`src/rtl/mdio_responder.sv`:
```
// Clause 22 MDIO responder (PHY side): decodes management frames
// oversampled from MDC and serves control, status, PHY ID and scratch words.
//
// Ports:
//   clock, reset        system clock, synchronous active-high reset
//   mdc, mdio_i         management clock and pad input (asynchronous)
//   mdio_o, mdio_t      pad drive value and tristate (1 = released)
//   status_in           live word returned for register 1
//   ctrl_reg            register 0 contents
//   soft_reset          pulse when register 0 bit 15 is written as 1
//   wr_valid/addr/data  pulse plus address/data of every accepted write
module mdio_responder #(
  parameter logic [4:0]  PHY_ADDR   = 5'd1,
  parameter logic [15:0] PHY_ID1    = 16'h0141,
  parameter logic [15:0] PHY_ID2    = 16'h0CC0,
  parameter logic [15:0] CTRL_RESET = 16'h1140
) (
  input  logic        clock,
  input  logic        reset,
  input  logic        mdc,
  input  logic        mdio_i,
  output logic        mdio_o,
  output logic        mdio_t,
  input  logic [15:0] status_in,
  output logic [15:0] ctrl_reg,
  output logic        soft_reset,
  output logic        wr_valid,
  output logic [4:0]  wr_addr,
  output logic [15:0] wr_data
);

  typedef enum logic [2:0] {
    IDLE, ST, OP, PHYAD, REGAD, TA, DATA
  } state_t;

  state_t      state;
  logic        mdc_s1, mdc_s2, mdc_d;
  logic        mdio_s1, mdio_s2;
  logic        rise;
  logic        bit_q;
  logic [5:0]  pre_cnt;
  logic [4:0]  k;
  logic [14:0] sh;
  logic        is_read;
  logic [4:0]  reg_addr;
  logic [15:0] rd_sh;
  logic [15:0] scratch [4];

  logic [4:0]  addr_now;
  logic [15:0] wdata;
  logic [15:0] rd_next;

  // Current sample appended to the bits already shifted in.
  assign addr_now = {sh[3:0], bit_q};
  assign wdata    = {sh, bit_q};

  always_comb begin
    rd_next = 16'h0000;
    if (addr_now[4:2] == 3'b100) begin
      rd_next = scratch[addr_now[1:0]];
    end else begin
      case (addr_now)
        5'd0:    rd_next = ctrl_reg;
        5'd1:    rd_next = status_in;
        5'd2:    rd_next = PHY_ID1;
        5'd3:    rd_next = PHY_ID2;
        default: rd_next = 16'h0000;
      endcase
    end
  end

  always_ff @(posedge clock) begin
    if (reset) begin
      state      <= IDLE;
      mdc_s1     <= 1'b0;
      mdc_s2     <= 1'b0;
      mdc_d      <= 1'b0;
      mdio_s1    <= 1'b1;
      mdio_s2    <= 1'b1;
      rise       <= 1'b0;
      bit_q      <= 1'b1;
      pre_cnt    <= 6'd0;
      k          <= 5'd0;
      sh         <= '0;
      is_read    <= 1'b0;
      reg_addr   <= 5'd0;
      rd_sh      <= 16'h0000;
      mdio_o     <= 1'b1;
      mdio_t     <= 1'b1;
      ctrl_reg   <= CTRL_RESET;
      soft_reset <= 1'b0;
      wr_valid   <= 1'b0;
      wr_addr    <= 5'd0;
      wr_data    <= 16'h0000;
      for (int i = 0; i < 4; i++) scratch[i] <= 16'h0000;
    end else begin
      mdc_s1     <= mdc;
      mdc_s2     <= mdc_s1;
      mdc_d      <= mdc_s2;
      mdio_s1    <= mdio_i;
      mdio_s2    <= mdio_s1;
      // Edge detect and data sample are registered together so the
      // data bit stays aligned with the MDC edge it belongs to.
      rise       <= mdc_s2 & ~mdc_d;
      bit_q      <= mdio_s2;
      wr_valid   <= 1'b0;
      soft_reset <= 1'b0;
      if (rise) begin
        sh <= {sh[13:0], bit_q};
        unique case (state)
          IDLE: begin
            if (bit_q) begin
              if (pre_cnt != 6'd32) pre_cnt <= pre_cnt + 6'd1;
            end else if (pre_cnt == 6'd32) begin
              state   <= ST;
              pre_cnt <= 6'd0;
              k       <= 5'd1;
            end else begin
              pre_cnt <= 6'd0;
            end
          end
          ST: begin
            if (bit_q) begin
              state <= OP;
              k     <= 5'd2;
            end else begin
              state <= IDLE;
            end
          end
          OP: begin
            if (k == 5'd2) begin
              k <= 5'd3;
            end else if (sh[0] != bit_q) begin
              is_read <= sh[0];
              state   <= PHYAD;
              k       <= 5'd4;
            end else begin
              state <= IDLE;
            end
          end
          PHYAD: begin
            k <= k + 5'd1;
            if (k == 5'd8) begin
              state <= (addr_now == PHY_ADDR) ? REGAD : IDLE;
            end
          end
          REGAD: begin
            k <= k + 5'd1;
            if (k == 5'd13) begin
              reg_addr <= addr_now;
              rd_sh    <= rd_next;
              state    <= TA;
            end
          end
          TA: begin
            k <= k + 5'd1;
            if (k == 5'd14) begin
              if (is_read) begin
                mdio_t <= 1'b0;
                mdio_o <= 1'b0;
              end else if (!bit_q) begin
                state <= IDLE;
              end
            end else begin
              if (is_read) begin
                mdio_o <= rd_sh[15];
                rd_sh  <= {rd_sh[14:0], 1'b0};
                state  <= DATA;
              end else begin
                state <= bit_q ? IDLE : DATA;
              end
            end
          end
          DATA: begin
            k <= k + 5'd1;
            if (k == 5'd31) begin
              state <= IDLE;
              if (is_read) begin
                mdio_t <= 1'b1;
                mdio_o <= 1'b1;
              end else begin
                wr_valid <= 1'b1;
                wr_addr  <= reg_addr;
                wr_data  <= wdata;
                if (reg_addr == 5'd0) begin
                  // Bit 15 reloads defaults instead of storing.
                  if (wdata[15]) begin
                    ctrl_reg   <= CTRL_RESET;
                    soft_reset <= 1'b1;
                  end else begin
                    ctrl_reg <= wdata;
                  end
                end else if (reg_addr[4:2] == 3'b100) begin
                  scratch[reg_addr[1:0]] <= wdata;
                end
              end
            end else if (is_read) begin
              mdio_o <= rd_sh[15];
              rd_sh  <= {rd_sh[14:0], 1'b0};
            end
          end
          default: state <= IDLE;
        endcase
      end
    end
  end

endmodule

```
`config.mk`:
```
export PLATFORM = sky130hd
export DESIGN_NAME = mdio_responder
export DESIGN_NICKNAME = d
export VERILOG_FILES = /design/src/rtl/mdio_responder.sv
export SDC_FILE = /design/constraint.sdc
export NUM_CORES = 1
export LEC_CHECK = 0
export CELL_PAD_IN_SITES_DETAIL_PLACEMENT = 0
export CELL_PAD_IN_SITES_GLOBAL_PLACEMENT = 2
export CORE_UTILIZATION = 42
export CTS_BUF_LIST = sky130_fd_sc_hd__clkbuf_4 sky130_fd_sc_hd__clkbuf_8
export DETAILED_ROUTE_END_ITERATION = 6
export PLACE_DENSITY_LB_ADDON = 0.2
export SLEW_MARGIN = 20
export SYNTH_ARGS = -nofsm -noshare
export SYNTH_HDL_FRONTEND = slang
export SYNTH_SLANG_ARGS = --single-unit
```
`constraint.sdc`:
```
create_clock -name clock -period 9.8 [get_ports clock]
set_clock_uncertainty 0.15 [all_clocks]
set_input_delay 1.96 -clock clock [delete_from_list [all_inputs] [get_ports clock]]
set_output_delay 1.96 -clock clock [all_outputs]
set_load 0.01 [all_outputs]
```
==> flow_summary.ini <==
[drt]
initialDrtViolationCount = 530
via_per_inst = 5.59
routed_wl_um = 20000
wl_per_cell_um = 20.0
dr.pass1.iters = 5
vias = 5593
drc = 0
final_antenna_net_count = 0

[synthesis]
synthesis.area_sq_um = 7480
synthArstFlopShare_pct = 0
yosys.area_share.simple_pct = 22.9
synth_top_cell_area_share_pct = 26.2
ys_seq_area_share_pct = 51.9
yosys.area.top_type = dfxtp_1
synthMuxAreaShare_pct = 7.77
yosysUniqueCellTypes = 71
synth-edff-count = 64
synth_compound_area_share_pct = 10.9
avgSynthCellArea_sq_um = 10.3
yosysMostFrequentCell = dfxtp_1
synth_fa_ha_area_share_pct = 1.97
ys_seq_elements = 162
yosys-top-cells-count = dfxtp_1, nand2_1, and2_1, edfxtp_1, nor2_1
postSynthCellCount = 729
synth_ff_type = dfxtp_1
syn_nets = 760
synth_xor_xnor_area_share_pct = 0.586
synth_warnings = 0
yosys-top-cells-area = dfxtp_1, edfxtp_1, and2_1
synth_top_family_by_area = simple AND/OR/NAND/NOR gates

[cells_and_area]
n_antenna_cell = 0
final_cells = 1001
largest_reg_flops = 64
area_growth_pct = 14.4
top_register = scratch
fillers = 1629
layout-drive-gt1-share_pct = 11.0
nets = 794
reg_top3 = scratch (64), rd_sh (16), wr_data (16)

[critical_path]
path_max_fanout = 28
rr_endpoint = scratch[1][5]$_SDFFCE_PN0P_
cp-start-kind = flip-flop
cp.arrival_ns = 3.92
crit_top_cell = ha_1
required_ns = 9.77
critPathMaxStageDelay_ns = 0.65
reg2reg_from = k[0]$_SDFFE_PP0P_
crit_path_cell_trace = ha_1 -> and3_1 -> ha_1 -> nor2b_1 -> nand4_4 -> nor3_4 -> and3b_1 -> or2_2
r2r_slack_ns = 5.86
worstSetupPathType = reg -> reg
cp_slowest_cell = nor3_4
worstSetupEndpointType = flip-flop
r2r_cells = 8

[timing]
finalMaxSlewViolations = 0
fmax_ghz = 0.254
setup_viol = 0
timing.hold.ws_ns = 0.249
timing.final.crit_period_ns = 3.94
tns_ns = 0
rsz0062_at_grt = no
finalCritPeriodShare_pct = 40.2
tightest_slew_ns = 0.999
hold_viol_final = 0
timing.slew.headroom_pct = 33.4

[clock_network]
max-clock-path-buffers = 2
post_cts_resized = 0
cts.sinks = 162
post_cts_buffers = 0
cts_buffers = 17
clkLatencyLatePin_ns = 0.45
h-tree-depth = 4
cts.reportedPaths.clkPinSlew_ns = 0.09
ctsRootBufferMaster = clkbuf_8
hold_buffers = 0
cts_tree = built

[floorplan]
ios = 61
start_util_pct = 43.1
die_area_sq_um = 18300
die_w_um = 135
die_h_um = 135
coreArea_sq_um = 17400
num_rows = 48

[power_and_ir_drop]
pwr-share-seq_pct = 58.7
combPwrFrac_pct = 4.6
pwr-share-clk_pct = 36.7
p_int_mw = 0.927
power_density_nw_per_um2 = 143
leakagePower_nw = 2.95
switchingPower_mw = 0.299
ir_drop_v = 0.0000959
sw_frac_of_total_pct = 24.4

[global_route]
grt_max_degree = 55
grt_pass1_wl_um = 30900
grt-ovfl-total = 0
grt_pass1_vias = 5243
grt_usage_pct = 22.8
antenna_found_initial = 0

[min_path]
hold_path_depth = 1
hold_end = rise$_SDFF_PP0_
hp-start = mdc_d$_SDFF_PP0_
hp-class = reg -> reg

[placement]
hpwl_um = 13500
dp_cells = 969
numPortBuffers = 59
routabilityCongestion = 0.862

[status]
status = complete, no violations

[flow_run]
max_cap_viol_count = 0
[worst max-delay path, delay by kind of cell, from the launching register on]
family        cells  cell delay (ns)
simple gates      6             2.54
fa+ha+maj         2             0.48
flops             1             0.43
[layout by cell type (no fill, tap or decap), types with 3 or more instances in the layout]
cell type,instances
a211oi_1,6
a211oi_2,4
a21oi_1,54
a221o_1,3
a221oi_1,10
a311oi_1,3
and2_1,64
and3b_1,4
buf_4,11
clkbuf_8,18
clkdlybuf4s50_1,58
clkinv_2,3
dfxtp_1,98
edfxtp_1,64
ha_1,11
inv_1,12
inv_6,5
mux2i_1,22
mux4_2,15
nand2_1,89
nand2b_1,3
nand3_1,4
nand3b_1,11
nand4_1,9
nor2_1,62
nor2b_1,6
nor3_1,28
nor3b_1,3
nor4_1,6
nor4b_1,3
o211ai_1,8
o21ai_0,15
o31ai_1,4
or2_2,5
or3_1,3
xor2_1,3
[through the flow]
step,power [mW],util [%],setup slack [ns],instance area [sq um]
detailed placement,0.791,47.2,5.44,8190
floorplan,0.767,-,6.09,7480
global route,1.27,49.3,5.50,8560
CTS,1.24,49.2,5.87,8540
global placement,0.790,47.2,5.51,8190
finish,1.23,49.3,5.86,8560
[routing by layer]
| metal | track usage (%) | wire [um] | share of wire (%) | up-vias |
|---|---|---|---|---|
| met1 | 33.0 | 9580 | 48 | 2734 |
| met2 | 34.6 | 8990 | 45 | 165 |
| met5 | 0 | 0 | 0 | - |
| li1 | - | - | - | 2677 |
| met4 | 5.43 | 232 | 1.2 | 0 |
| met3 | 5.09 | 1230 | 6.1 | 17 |
[how the worst max path moves through the flow]
stage | from | slack [ns] | end | depth (start not counted)
after floorplan | k[0]$_SDFFE_PP0P_ | 6.09 | scratch[0][0]$_SDFFCE_PN0P_ | 6
after global placement | reset | 5.51 | scratch[1][7]$_SDFFCE_PN0P_ | 5
after detailed placement | reset | 5.44 | scratch[1][6]$_SDFFCE_PN0P_ | 5
after CTS | k[0]$_SDFFE_PP0P_ | 5.87 | scratch[1][1]$_SDFFCE_PN0P_ | 8
after global routing | k[0]$_SDFFE_PP0P_ | 5.50 | scratch[1][7]$_SDFFCE_PN0P_ | 8
final | k[0]$_SDFFE_PP0P_ | 5.86 | scratch[1][5]$_SDFFCE_PN0P_ | 8
[cell families (layout without fill, tap and decap cells)]
group,after synthesis,count (layout)
AOI/OAI and AO/OA,123,123
xor gates and xnor gates,5,5
adders and majority gates,12,12
buffers and inverters,68,115
DFF,162,162
muxes,39,39
other,1,1
and+or+nand+nor,319,319
[final cells by class]
type                            instances  area, sq um  area share [%]
Sequential cell                       162         3880            45.4
Multi-Input combinational cell        499         3320            38.8
Inverter                               13         48.8           0.570
Tap cell                              225          282            3.29
Clock buffer                           19          255            2.98
Clock inverter                         13         97.6            1.14
Timing Repair Buffer                   70          668            7.81
[power groups by stage]
stage	Sequential, mW	Clock [mW]	Combinational (mW)
floorplan	0.730	0	0.0362
detailed placement	0.735	0	0.0562
CTS	0.719	0.462	0.0565
global placement	0.734	0	0.0558
finish	0.719	0.450	0.0564
global route	0.720	0.486	0.0607
(Power assumes the default switching activity.)
